`config.mk`:
```
export PLATFORM = sky130hd
export DESIGN_NAME = uart_bus_master
export DESIGN_NICKNAME = d
export VERILOG_FILES = /design/src/rtl/uart_bus_master_pkg.sv /design/src/rtl/uart_bus_master_txn.sv /design/src/rtl/uart_bus_master.sv
export SDC_FILE = /design/constraint.sdc
export NUM_CORES = 1
export LEC_CHECK = 0
export BUFFER_PORTS_ARGS = -buffer_cell sky130_fd_sc_hd__buf_2
export CORE_UTILIZATION = 50
export CTS_CLUSTER_SIZE = 25
export DETAILED_ROUTE_END_ITERATION = 8
export GPL_TIMING_DRIVEN = 0
export HOLD_SLACK_MARGIN = 0.03
export PLACE_DENSITY = 0.74
export SYNTH_ARGS = -nofsm -noshare
export SYNTH_HDL_FRONTEND = slang
export SYNTH_SLANG_ARGS = --single-unit
```
`constraint.sdc`:
```
create_clock -name clk -period 1.6 [get_ports clk]
set_input_delay 0.48 -clock clk [delete_from_list [all_inputs] [get_ports clk]]
set_output_delay 0.48 -clock clk [all_outputs]
set_load 0.03 [all_outputs]
```
`src/rtl/uart_bus_master_pkg.sv`:
```
// Shared types and constants for the UART register-bus initiator.
// Register map follows the 16550 layout seen through an 8-bit wr/rd/addr bus.
package uart_bus_master_pkg;

    typedef enum logic [2:0] {
        IDLE,
        INIT,
        POLL,
        LSR_CAP,
        RD_RBR,
        RX_CAP,
        TX,
        GAP
    } state_t;

    localparam logic [2:0] ADDR_DATA = 3'd0;
    localparam logic [2:0] ADDR_DLM  = 3'd1;
    localparam logic [2:0] ADDR_FCR  = 3'd2;
    localparam logic [2:0] ADDR_LCR  = 3'd3;
    localparam logic [2:0] ADDR_LSR  = 3'd5;

    localparam int LSR_DR   = 0;
    localparam int LSR_OE   = 1;
    localparam int LSR_PE   = 2;
    localparam int LSR_FE   = 3;
    localparam int LSR_BI   = 4;
    localparam int LSR_THRE = 5;

    localparam int LCR_DLAB = 7;

    // Returns {addr, data} for step idx of the five-write configuration sequence.
    function automatic logic [10:0] init_step(input logic [2:0] idx,
                                              input logic [15:0] div,
                                              input logic [7:0] lcr,
                                              input logic [7:0] fcr);
        logic [7:0] dlab;
        dlab = 8'h01 << LCR_DLAB;
        case (idx)
            3'd0:    return {ADDR_LCR, lcr | dlab};
            3'd1:    return {ADDR_DATA, div[7:0]};
            3'd2:    return {ADDR_DLM, div[15:8]};
            3'd3:    return {ADDR_LCR, lcr & ~dlab};
            default: return {ADDR_FCR, fcr};
        endcase
    endfunction

endpackage

```
`src/rtl/uart_bus_master_txn.sv`:
```
// Single bus transaction engine: one write, or one read whose data is captured.
// A start arriving while a strobe is still high is dropped, guaranteeing an idle bus cycle.
module uart_bus_txn (
    input  logic       clk,
    input  logic       rst,
    input  logic       start,
    input  logic       we,
    input  logic [2:0] addr,
    input  logic [7:0] wdata,
    output logic       bus_wr,
    output logic       bus_rd,
    output logic [2:0] bus_addr,
    output logic [7:0] bus_wdata,
    input  logic [7:0] bus_rdata,
    output logic       done,
    output logic [7:0] rdata
);

    logic rd_cap_reg;

    // Write done arrives in the idle cycle after the strobe; read done one cycle later with data.
    always_ff @(posedge clk or negedge rst) begin
        if (!rst) begin
            bus_wr     <= 1'b0;
            bus_rd     <= 1'b0;
            bus_addr   <= '0;
            bus_wdata  <= '0;
            rd_cap_reg <= 1'b0;
            done       <= 1'b0;
            rdata      <= '0;
        end else begin
            bus_wr     <= 1'b0;
            bus_rd     <= 1'b0;
            rd_cap_reg <= bus_rd;
            done       <= bus_wr | rd_cap_reg;
            if (rd_cap_reg)
                rdata <= bus_rdata;
            if (start && !bus_wr && !bus_rd) begin
                bus_wr    <= we;
                bus_rd    <= ~we;
                bus_addr  <= addr;
                bus_wdata <= we ? wdata : 8'h00;
            end
        end
    end

endmodule

```
`src/rtl/uart_bus_master.sv`:
```
// Host-side UART register-bus initiator: configures the UART, then polls LSR to move bytes.
// Optional sticky line-error flags are built when UART_BUS_MASTER_ERR_EN is defined.
module uart_bus_master
    import uart_bus_master_pkg::*;
#(
    parameter int FIFO_DEPTH = 16,
    parameter int POLL_GAP   = 4
) (
    input  logic        clk,
    input  logic        rst,
    input  logic        cfg_start,
    input  logic [15:0] cfg_div,
    input  logic [7:0]  cfg_lcr,
    input  logic [7:0]  cfg_fcr,
    input  logic        tx_valid,
    input  logic [7:0]  tx_data,
    output logic        tx_ready,
    output logic        rx_valid,
    output logic [7:0]  rx_data,
    input  logic        rx_ready,
    output logic        bus_wr,
    output logic        bus_rd,
    output logic [2:0]  bus_addr,
    output logic [7:0]  bus_wdata,
    input  logic [7:0]  bus_rdata,
    output logic        init_done,
    output logic [3:0]  err_flags,
    input  logic        err_clr
);

    localparam int CW = $clog2(FIFO_DEPTH) + 1;
    localparam int GW = $clog2(POLL_GAP + 2);
    localparam logic [CW-1:0] CREDIT_FULL = CW'(FIFO_DEPTH);
    localparam logic [GW-1:0] GAP_LAST    = GW'(POLL_GAP);

    state_t        state_reg;
    logic [CW-1:0] credits_reg;
    logic [GW-1:0] gap_cnt_reg;
    logic [2:0]    init_idx_reg;
    logic          issued_reg;
    logic [15:0]   div_reg;
    logic [7:0]    lcr_reg;
    logic [7:0]    fcr_reg;
    logic          tx_ready_reg;
    logic          rx_valid_reg;
    logic [7:0]    rx_data_reg;
    logic          init_done_reg;

    logic          txn_start;
    logic          txn_we;
    logic [2:0]    txn_addr;
    logic [7:0]    txn_wdata;
    logic          txn_done;
    logic [7:0]    txn_rdata;
    logic [10:0]   init_word;
    logic [CW-1:0] credits_eff;
    logic          restart;

    assign init_word   = init_step(init_idx_reg, div_reg, lcr_reg, fcr_reg);
    assign credits_eff = txn_rdata[LSR_THRE] ? CREDIT_FULL : credits_reg;
    assign restart     = cfg_start && (state_reg == IDLE || state_reg == GAP);

    always_comb begin
        txn_start = 1'b0;
        txn_we    = 1'b0;
        txn_addr  = ADDR_DATA;
        txn_wdata = 8'h00;
        case (state_reg)
            INIT: begin
                txn_start = ~issued_reg;
                txn_we    = 1'b1;
                txn_addr  = init_word[10:8];
                txn_wdata = init_word[7:0];
            end
            POLL: begin
                txn_start = 1'b1;
                txn_addr  = ADDR_LSR;
            end
            RD_RBR: txn_start = 1'b1;
            TX: begin
                txn_start = tx_ready_reg & tx_valid;
                txn_we    = 1'b1;
                txn_wdata = tx_data;
            end
            default: ;
        endcase
    end

    uart_bus_txn u_txn (
        .clk       (clk),
        .rst       (rst),
        .start     (txn_start),
        .we        (txn_we),
        .addr      (txn_addr),
        .wdata     (txn_wdata),
        .bus_wr    (bus_wr),
        .bus_rd    (bus_rd),
        .bus_addr  (bus_addr),
        .bus_wdata (bus_wdata),
        .bus_rdata (bus_rdata),
        .done      (txn_done),
        .rdata     (txn_rdata)
    );

    always_ff @(posedge clk or negedge rst) begin
        if (!rst) begin
            state_reg     <= IDLE;
            credits_reg   <= '0;
            gap_cnt_reg   <= '0;
            init_idx_reg  <= '0;
            issued_reg    <= 1'b0;
            div_reg       <= '0;
            lcr_reg       <= '0;
            fcr_reg       <= '0;
            tx_ready_reg  <= 1'b0;
            rx_valid_reg  <= 1'b0;
            rx_data_reg   <= '0;
            init_done_reg <= 1'b0;
        end else begin
            gap_cnt_reg <= '0;
            if (rx_valid_reg && rx_ready)
                rx_valid_reg <= 1'b0;
            if (restart) begin
                div_reg       <= cfg_div;
                lcr_reg       <= cfg_lcr;
                fcr_reg       <= cfg_fcr;
                init_idx_reg  <= '0;
                issued_reg    <= 1'b0;
                init_done_reg <= 1'b0;
                state_reg     <= INIT;
            end else begin
                case (state_reg)
                    INIT: begin
                        if (txn_start)
                            issued_reg <= 1'b1;
                        if (txn_done) begin
                            issued_reg <= 1'b0;
                            if (init_idx_reg == 3'd4) begin
                                init_done_reg <= 1'b1;
                                credits_reg   <= '0;
                                state_reg     <= POLL;
                            end else begin
                                init_idx_reg <= init_idx_reg + 3'd1;
                            end
                        end
                    end
                    POLL: state_reg <= LSR_CAP;
                    LSR_CAP: begin
                        // Pending RX data outranks TX; credits reload only on the non-RX path.
                        if (txn_done) begin
                            if (txn_rdata[LSR_DR] && !rx_valid_reg) begin
                                state_reg <= RD_RBR;
                            end else begin
                                credits_reg <= credits_eff;
                                if (credits_eff != '0 && tx_valid) begin
                                    tx_ready_reg <= 1'b1;
                                    state_reg    <= TX;
                                end else begin
                                    state_reg <= GAP;
                                end
                            end
                        end
                    end
                    RD_RBR: state_reg <= RX_CAP;
                    RX_CAP: begin
                        if (txn_done) begin
                            rx_data_reg  <= txn_rdata;
                            rx_valid_reg <= 1'b1;
                            state_reg    <= GAP;
                        end
                    end
                    TX: begin
                        // tx_ready low inside TX means a THR write is in flight.
                        if (tx_ready_reg) begin
                            tx_ready_reg <= 1'b0;
                            if (tx_valid) begin
                                if (credits_reg != '0)
                                    credits_reg <= credits_reg - 1'b1;
                            end else begin
                                state_reg <= GAP;
                            end
                        end else if (txn_done) begin
                            if (credits_reg != '0 && tx_valid)
                                tx_ready_reg <= 1'b1;
                            else
                                state_reg <= GAP;
                        end
                    end
                    GAP: begin
                        if (gap_cnt_reg == GAP_LAST)
                            state_reg <= POLL;
                        else
                            gap_cnt_reg <= gap_cnt_reg + 1'b1;
                    end
                    default: ;
                endcase
            end
        end
    end

    assign tx_ready  = tx_ready_reg;
    assign rx_valid  = rx_valid_reg;
    assign rx_data   = rx_data_reg;
    assign init_done = init_done_reg;

`ifdef UART_BUS_MASTER_ERR_EN
    logic [3:0] err_reg;
    logic       lsr_seen;

    assign lsr_seen = (state_reg == LSR_CAP) && txn_done;

    // A new error in the same cycle as a clear survives the clear.
    always_ff @(posedge clk or negedge rst) begin
        if (!rst)
            err_reg <= '0;
        else if (lsr_seen)
            err_reg <= (err_clr ? 4'b0000 : err_reg) |
                       {txn_rdata[LSR_BI], txn_rdata[LSR_FE], txn_rdata[LSR_PE], txn_rdata[LSR_OE]};
        else if (err_clr)
            err_reg <= '0;
    end

    assign err_flags = err_reg;
`else
    logic unused_err_clr;
    assign unused_err_clr = err_clr;
    assign err_flags      = 4'b0000;
`endif

endmodule

```
==> summary.md, run 1 <==
| Metric | Value |
|---|---|
| Number of antenna violations at the first check in global routing | 0 |
| Status | complete, but fails checks |
| Synth warn | 0 |
| Unique masters post-synth | 59 |
| Hold Violations, Final | 0 |
| Worst Path Max Fanout | 8 |
| CP Class | reg2reg |
| Port bufs | 74 |
| Final #Nets | just over 500 |
| Post-DR vias/cell | 5.57 |
| Rel. slew slack | 66.1% |
| Register area share after synthesis | 49.9% |
| N_diodes | 0 |
| Element type at the critical path end | register |
| Io pins | a little over 80 |
| Longest Clk Path Bufs | 2 |
| HP Class | in2async |
| Die area | ~8400 µm² |
| Critical Path Source Type | register |
| Layout cells sized above 1 | between 50% and 60% |
| Worst-Margin Slew | 0.508 ns |
| Static leakage | 2.68 nW |
| Crit path from | init_idx_reg[1] |
| CTS sink count | 80 |
| RSZ-0062 raised after global routing | yes |
| Syn Std Cell Area | about 4000 µm² |
| WL met2 | between 4000 and 5000 µm |
| CTS Buf Count | 9 |
| Area growth syn-to-layout | 30.7% |
| Clk slew on worst S/H paths | 0.08 ns |
| Root Driver | clkbuf_8 |
| M1 wire length | ~4200 µm |
| Worst path arrival time | between 1.5 and 2 ns |
| Vias | 3059 |
| Ys async rst share | between 90% and 100% |
| Number of enable flip-flop cells after synthesis | 0 |
| ANT nets after route | 0 |
| Worst R2R Start | init_idx_reg[1] |
| Post-synthesis instance total | between 300 and 400 |
| Clock latency on the worst-skew pair | 0.35 ns |
| Mean Syn Cell Area | roughly 12 µm² |
| CTS tree | built |
| First-pass DRT Iterations | 4 |
| Setup violators final | 56 |
| Post-Route WL | between 9000 and 10000 µm |
| Vias in the first global route | ~3000 |
| Row count | 32 |
| Final WS setup | -0.120 ns |
| Initial Util | 51.9% |
| DR iter-0 viols | roughly 220 |
| DP HPWL | between 6000 and 7000 µm |
| Core outline area | roughly 7700 µm² |
| Max Slew Vio Count | 0 |
| Highest metal used | met4 |
| Failing checks | setup timing |
| Clk_skew | 0.00815 ns |
| Met3 wire length | between 500 and 600 µm |
| H-tree depth | 3 |
| Maximum vdd drop | 0.000333 V |
| GRT overflow | 0 |
| Fmax | just under 600 MHz |
| Total power per unit cell area | approximately 700 nW/µm² |
| Main synth FF type | dfrtp_1 |
| Setup Slack @ Placement | -0.495 ns |
| Final min period | around 1.7 ns |
| FF+latch count, synth | 80 |
| GPL Wtd Cong | roughly 0.83 |
| Period utilisation layout | 107% |
| Die W | 91.6 µm |
| Number of flip-flops in the largest register | 16 |
| Global-route wire length before repair | around 15000 µm |
| Hold Slack | 0.0947 ns |
| Largest net degree at the start of global routing | 42 |
| Total GRT Usage | 23.3% |
| Required time of the critical path | roughly 1.8 ns |
| Drt drc | 0 |
| Die Height | 91.6 µm |
| Wire per inst | 17.7 µm |
| Max_cap viols | 0 |
path summary, 6_finish.rpt:
path,end,slack [ns],depth (start not counted)
worst min register to register,u_txn.rd_cap_reg,0.41,0
min in group clk,rx_valid,0.33,2
worst max-delay path,u_txn.bus_wdata[0],-0.12,6
max in group asynchronous,init_idx_reg[0],0.90,2
worst max register to register,u_txn.bus_wdata[0],-0.12,6
worst min-delay path,u_txn.rdata[4],0.09,1
critical path, stage by stage (launching register included):
cell      delay, ns
dfrtp_1        0.43
buf_4          0.16
ha_2           0.26
a221oi_2       0.34
o21ai_2        0.10
a32oi_2        0.23
o21ai_2        0.08
cell usage in the layout (no fill, tap or decap), types with 3 or more instances in the layout:
cell type  instances
mux2_2            20
nand2b_1          10
nand3_1            4
a21oi_1            4
nor2_2             3
buf_6             10
buf_4             25
inv_1             17
clkbuf_8          10
o21ai_0            8
o31ai_1            3
a32oi_1            5
a221oi_2           6
o21ai_2           14
ha_4               4
nor2_1            10
nand2_1           21
dfrtp_1           79
mux2_4            27
buf_2             77
o21ai_1            5
o21ai_4            3
conb_1             4
per-stage QoR:
step | area (µm²) | instances | util, % | setup TNS, ns | power, mW
floorplan | 4020 | 335 | - | 0 | 2.10
global placement | 4520 | 511 | 58.5 | -48.85 | 2.20
detailed placement | 4540 | 512 | 58.8 | -8.93 | 2.21
CTS | 5090 | 544 | 65.8 | -0.976 | 3.68
global route | 5240 | 549 | 67.8 | -5.94 | 3.80
finish | 5240 | 549 | 67.8 | -2.61 | 3.66
synth_stat cells (4+ instances only):
cell	number	share of area, %
ha_1	8	2.5
o21ai_0	16	2.0
dfrtp_1	80	50
mux2_2	20	5.6
buf_2	5	0.62
buf_6	7	2.0
a221oi_1	7	1.5
mux2_4	27	10
nand3_1	4	0.50
buf_4	5	0.94
o21ai_1	4	0.50
o21ai_2	9	2.0
nor2_1	11	1.0
inv_1	20	1.9
nand2b_1	10	1.6
a32oi_1	7	1.5
nand2_1	22	2.1
a21oi_1	7	0.87
report_power, final:
group | switching, mW | internal, mW | total, mW
logic | 0.0851 | 0.0608 | 0.146
clock network | 0.729 | 0.762 | 1.49
registers | 0.00154 | 2.02 | 2.02
total | 0.816 | 2.84 | 3.66
final cells by class:
cell class,count,area [µm²]
Clock buffer,11,141
Timing Repair Buffer,100,651
Inverter,20,78.8
Sequential cell,80,2000
Fill cell,566,2480
Tap cell,102,128
Multi-Input combinational cell,212,2030
Clock inverter,5,56.3
Buffer,19,156
cells by family after synthesis:
| group | share of synthesized area, % |
|---|---|
| adder cells (fa/ha/maj) | 2.50 |
| other | 0.0935 |
| multiplexers | 16.2 |
| XOR/XNOR | 0.437 |
| buffers and inverters | 5.99 |
| AO/OA/AOI/OAI | 14.0 |
| flip-flops | 49.9 |
| AND/OR/NAND/NOR | 10.9 |
metal layers:
metal  GRT usage (%)  vias up
met1            30.7     1525
met3            4.44       20
met5               0        -
li1                -     1399
met4            8.99        0
met2            37.8      115
what timing repair did:
action                                  4_1_cts  5_1_grt
resized for setup                            48       19
cloned                                        1        1
hold buffers                                  0        0
pin swaps                                    12        7
endpoints found under the setup margin       62       65
buffers inserted                             18        5
Power figures use the tool's default switching activity.
==> inputs of run 2 (changes only) <==
- CAP_MARGIN: default -> 20
- SKIP_CTS_REPAIR_TIMING: default -> 1
- TNS_END_PERCENT: default -> 20
==> run 2 against run 1 <==
The flow still finishes with violations (setup timing). Fmax shrank 2.7%. Power decreased by 0.32%. Count of clock-buffer cells in the layout stayed put. Global-route usage decreased by 1.7 points. Sequential power about the same. Largest power group unchanged. Highest routed layer unchanged.
==> summary.md, run 2 (synthesis gave the netlist of run 1 again) <==
| Metric | Value |
|---|---|
| Area growth syn-to-layout | 26.9% |
| CP peak stage delay | 0.42 ns (about the same) |
| N_diodes | 0 (unchanged) |
| Final min period | 1.77 ns (+0.0479 ns) |
| Worst-Margin Slew | 0.512 ns (+0.00401 ns) |
| Fmax | 566 MHz (-2.7%) |
| Hold Violations, Final | 0 (unchanged) |
| Failing checks | setup timing |
| Seq. cell area | 2000 µm² (about the same) |
| Max_cap viols | 0 (unchanged) |
| Placed Cells | 512 (unchanged) |
| Most frequent cells in the layout | dfrtp_1, buf_2, mux2_4 |
| First-pass DRT Iterations | 4 (unchanged) |
| Clk slew on worst S/H paths | 0.09 ns (about the same) |
| Port bufs | 74 (unchanged) |
| Crit path cell chain | inv_2 -> ha_2 -> a211o_1 -> a21oi_1 -> a2bb2oi_1 -> o21ai_2 |
| CTS tree | built |
| CTS Buf Count | 9 (unchanged) |
| Static leakage | 2.58 nW (-3.8%) |
| Initial Util | 51.9% (unchanged) |
| Number of antenna violations at the first check in global routing | 0 (unchanged) |
| GRT overflow | 0 (unchanged) |
| Wire per inst | 17.3 µm (-2.0%) |
| Maximum vdd drop | 0.000438 V (+32%) |
| Total GRT Usage | 21.6% (-1.7 points) |
| CP Class | reg2reg |
| Largest net degree at the start of global routing | 42 (unchanged) |
| R2R Setup Slk | -0.17 ns (-0.05 ns) |
| Period utilisation layout | 110% (+3.0 points) |
| Final WS setup | -0.168 ns (-0.0479 ns) |
| Most common cell after layout, fill and taps aside | dfrtp_1 |
| Clk_skew | 0.0102 ns (+0.00207 ns) |
| Status | complete, but fails checks |
| Die area | 8390 µm² (unchanged) |
| Crit path buffers/inverters | 1 (unchanged) |
| Element type at the critical path end | register |
| Layout cells sized above 1 | 52.2% (-2.4 points) |
| Total power per unit cell area | 716 nW/µm² (+2.6%) |
| Critical Path Source Type | register |
| Core outline area | 7730 µm² (unchanged) |
| CP top delay family | compound AO/OA/AOI/OAI gates |
| Worst Path Max Fanout | 8 (unchanged) |
| Global-route wire length before repair | 13900 µm (-7.2%) |
| Max Slew Vio Count | 0 (unchanged) |
| Die Height | 91.6 µm (unchanged) |
| Row count | 32 (unchanged) |
| Clock latency on the worst-skew pair | 0.34 ns (about the same) |
| HP Class | in2async |
| Worst path arrival time | 1.99 ns (+0.03 ns) |
| DR iter-0 viols | 166 (-23%) |
| Drt drc | 0 (unchanged) |
| Cell Area, Placed | 4540 µm² (unchanged) |
| Area of the multi-input gates | 1990 µm² (-1.9%) |
| Design Area, Final | 5090 µm² (-2.9%) |
| Io pins | 82 (unchanged) |
| TNS Setup | -3.85 ns (-1.24 ns) |
| Post-DR vias/cell | 5.49 (-1.4%) |
| Die W | 91.6 µm (unchanged) |
| Layout Cells excl Fill | 537 (-2.2%) |
| M1 wire length | 4040 µm (-4.0%) |
| Slowest-stage cell, CP | dfrtp_2 |
| Root Driver | clkbuf_8 |
| Final #Nets | 492 (-2.4%) |
| H-tree depth | 3 (unchanged) |
| ANT nets after route | 0 (unchanged) |
| Vias | 2949 (-3.6%) |
| RSZ-0062 raised after global routing | yes |
| Met3 wire length | 449 µm (-10%) |
| Required time of the critical path | 1.82 ns (-0.02 ns) |
| Number of flip-flops in the largest register | 16 (unchanged) |
| Highest metal used | met4 |
| Post-Route WL | 9290 µm (-4.2%) |
| DP HPWL | 6240 µm (unchanged) |
| CTS sink count | 80 (unchanged) |
| Rel. slew slack | 65.9% (-0.27 points) |
| Setup violators final | 39 (-30%) |
| Vias in the first global route | 2882 (-4.4%) |
| Longest Clk Path Bufs | 2 (unchanged) |
| Fillers | 587 (+3.7%) |
| GPL Wtd Cong | 0.827 (unchanged) |
| WL met2 | 4580 µm (-4.4%) |
## run 2: changes by cell type in the layout (fill, tap and decap cells not counted), moves of 2 or more
cell,delta
o21ai_1,+2
buf_6,-4
a21oi_1,+2
a21oi_2,-2
inv_1,-2
buf_12,+2
buf_4,-10
## run 2: layout make-up
| class | count | area share (%) |
|---|---|---|
| clock buffers | 11 | 2.78 |
| well taps | 102 | 2.51 |
| inverters | 20 | 1.60 |
| clock inverters | 5 | 1.11 |
| flip-flops and latches | 80 | 39.4 |
| repair buffers | 87 | 9.88 |
| multi-input cells | 212 | 39.1 |
| plain buffers | 20 | 3.71 |
## run 2: final timing paths
| path | from | endpoint | depth (start not counted) |
|---|---|---|---|
| max | init_idx_reg[0] | u_txn.bus_wdata[7] | 6 |
| min reg2reg | u_txn.bus_rd | u_txn.rd_cap_reg | 0 |
| max reg2reg | init_idx_reg[0] | u_txn.bus_wdata[7] | 6 |
| max in group asynchronous | rst | init_idx_reg[1] | 2 |
| min | rst | u_txn.rdata[4] | 1 |
| min in group clk | rx_ready | rx_valid | 2 |
## run 2: metrics by stage
stage	total power, mW	utilization, %	worst slack (ns)	hold WS [ns]
after detailed placement	2.21	58.8	-0.495	0.390
after global placement	2.20	58.5	-0.518	0.383
after CTS	3.68	61.4	-0.524	0.111
after global routing	3.78	65.9	-0.225	0.137
after floorplan	2.10	-	0.0208	0.184
final	3.65	65.9	-0.168	0.108
## run 2: layer usage
metal / global-route usage, % / vias to the layer above
met5: 0 / -
met4: 8.20 / 0
met3: 4.19 / 19
met2: 35.3 / 111
met1: 28.3 / 1451
li1: - / 1368
## run 2: where the power goes
group / switching, mW / total, mW / internal [mW]
registers: 0.00155 / 2.02 / 2.02
logic: 0.0841 / 0.145 / 0.0607
clock network: 0.718 / 1.48 / 0.762
total: 0.804 / 3.65 / 2.84
==> inputs of run 3 (changes only) <==
- MAX_ROUTING_LAYER: default -> met4
==> run 3 against run 2 <==
The flow still finishes with violations (setup timing). Via count up 0.14%. First-iteration DRC count rose by 4.2%. Routed wire length about the same. Sequential power about the same. Critical path type unchanged. Largest cell class unchanged. Largest power group unchanged.
==> summary.md, run 3 (synthesis gave the netlist of run 1 again) <==
| Metric | Value |
|---|---|
| ANT nets after route | 0 (unchanged) |
| Seq pwr share | 55.4% (about the same) |
| Area growth syn-to-layout | 26.9% (unchanged) |
| HP Class | in2async |
| Rel. slew slack | 66.1% (+0.20 points) |
| Crit path cell chain | inv_2 -> ha_2 -> a211o_1 -> a21oi_1 -> a2bb2oi_1 -> o21ai_2 |
| Status | complete, but fails checks |
| M3 GR Usage | 3.35% (-0.84 points) |
| RSZ-0062 raised after global routing | yes |
| First-pass DRT Iterations | 4 (unchanged) |
| Worst-Margin Slew | 0.509 ns (-0.00300 ns) |
| Fillers | 587 (unchanged) |
| Number of antenna violations at the first check in global routing | 0 (unchanged) |
| Element type at the critical path end | register |
| Met1 usage | 28.8% (+0.55 points) |
| Setup violators final | 39 (unchanged) |
| Reg2reg end | u_txn.bus_wdata[7] |
| Failing checks | setup timing |
| H-tree depth | 3 (unchanged) |
| Die W | 91.6 µm (unchanged) |
| Pwr Total | 3.65 mW (about the same) |
| Total GRT Usage | 22.2% (+0.63 points) |
| CTS tree | built |
| Longest Clk Path Bufs | 2 (unchanged) |
| Final #Nets | 492 (unchanged) |
| Post-DR vias/cell | 5.50 (+0.14%) |
| Met2 usage | 35.3% (unchanged) |
| Static leakage | 2.58 nW (unchanged) |
| Setup Slack @ Placement | -0.495 ns (unchanged) |
| CP peak stage delay | 0.42 ns (about the same) |
| Vias in the first global route | 2888 (+0.21%) |
| Wire per inst | 17.3 µm (about the same) |
| Number of flip-flops in the largest register | 16 (unchanged) |
| Initial Util | 51.9% (unchanged) |
| Clk_skew | 0.0105 ns (+0.000285 ns) |
| Die area | 8390 µm² (unchanged) |
| Io pins | 82 (unchanged) |
| GPL Wtd Cong | 0.839 (+1.5%) |
| Final core occ | 65.9% (unchanged) |
| Clock network fraction of design power | 40.6% (about the same) |
| Sw Ratio | 22.1% (+0.062 points) |
| Switching pwr | 0.807 mW (+0.35%) |
| Worst R2R Start | init_idx_reg[0] |
| Core outline area | 7730 µm² (unchanged) |
| GRT overflow | 0 (unchanged) |
| Cell depth of the worst flop-to-flop path | 6 (unchanged) |
| Design Area, Final | 5090 µm² (unchanged) |
| Max Slew Vio Count | 0 (unchanged) |
| Total power per unit cell area | 717 nW/µm² (about the same) |
| Root Driver | clkbuf_8 |
| GRT busiest layer | met2 |
| Clk slew on worst S/H paths | 0.09 ns (about the same) |
| Slowest-stage cell, CP | dfrtp_2 |
| Final WS setup | -0.176 ns (-0.00797 ns) |
| Vias | 2953 (+0.14%) |
| Worst Path Max Fanout | 8 (unchanged) |
| DP HPWL | 6240 µm (unchanged) |
| Period utilisation layout | 111% (+0.50 points) |
| Global-route wire length before repair | 13800 µm (-0.19%) |
| Worst path arrival time | 2.00 ns (about the same) |
| Cell Area, Placed | 4540 µm² (unchanged) |
| Crit path from | init_idx_reg[0] |
| Most common cell after layout, fill and taps aside | dfrtp_1 |
| CTS sink count | 80 (unchanged) |
| Drt drc | 0 (unchanged) |
| Row count | 32 (unchanged) |
| Hold Slack | 0.105 ns (-0.00283 ns) |
| Layout cells sized above 1 | 52.2% (unchanged) |
| DR iter-0 viols | 173 (+4.2%) |
| N_diodes | 0 (unchanged) |
| Die Height | 91.6 µm (unchanged) |
| Max_cap viols | 0 (unchanged) |
| Critical Path Source Type | register |
| R2R Setup Slk | -0.18 ns (about the same) |
| Hold Violations, Final | 0 (unchanged) |
| Port bufs | 74 (unchanged) |
| Internal power | 2.84 mW (about the same) |
| Post-Route WL | 9290 µm (about the same) |
| Combinational Power Share | 4.0% (about the same) |
| CP Class | reg2reg |
| Most frequent cells in the layout | dfrtp_1, buf_2, mux2_4 |
| Clock latency on the worst-skew pair | 0.34 ns (about the same) |
| Fmax | 563 MHz (-0.45%) |
| Required time of the critical path | 1.82 ns (about the same) |
| Largest net degree at the start of global routing | 42 (unchanged) |
| CTS Buf Count | 9 (unchanged) |
| Maximum vdd drop | 0.000437 V (-0.19%) |
| Final min period | 1.78 ns (+0.00797 ns) |
## run 3: power by group through the flow
stage,registers [mW],clock network (mW),logic [mW]
final,2.02,1.48,0.144
after CTS,2.02,1.51,0.148
after floorplan,2.07,0,0.0300
after global placement,2.06,0,0.137
after global routing,2.02,1.60,0.161
after detailed placement,2.06,0,0.148
## run 3: per-stage QoR
stage               cells  TNS (ns)
finish                537     -3.60
global placement      511    -48.85
floorplan             335         0
detailed placement    512     -8.93
global route          537     -6.51
CTS                   528     -9.85
## run 3: worst max-delay path: cells and delay by family (launching register included)
| family | cells | cell delay, ns |
|---|---|---|
| DFF | 1 | 0.42 |
| adders and majority gates | 1 | 0.28 |
| AOI/OAI and AO/OA | 4 | 0.88 |
| buffers and inverters | 1 | 0.07 |
## run 3: layer usage
metal  wire length, µm  part of all wire (%)
met1              4090                    44
met2              4550                    49
met3               436                   4.7
met4               209                   2.2
met5                 0                     0
## run 3: worst max-delay path by stage
stage | slack, ns | depth (start not counted) | endpoint
2_1_floorplan | 0.02 | 7 | state_reg[1]
3_3_place_gp | -0.52 | 1 | fcr_reg[2]
3_5_place_dp | -0.49 | 7 | u_txn.bus_wdata[1]
4_1_cts | -0.52 | 7 | u_txn.bus_wdata[1]
5_1_grt | -0.22 | 6 | u_txn.bus_wdata[7]
6_report | -0.18 | 6 | u_txn.bus_wdata[7]
## run 3: layout make-up
cell class,instances,area (µm²),area share (%)
Sequential cell,80,2000,39.4
Tap cell,102,128,2.51
Inverter,20,81.3,1.60
Clock buffer,11,141,2.78
Clock inverter,5,56.3,1.11
Multi-Input combinational cell,212,1990,39.1
Timing Repair Buffer,87,503,9.88
Buffer,20,189,3.71
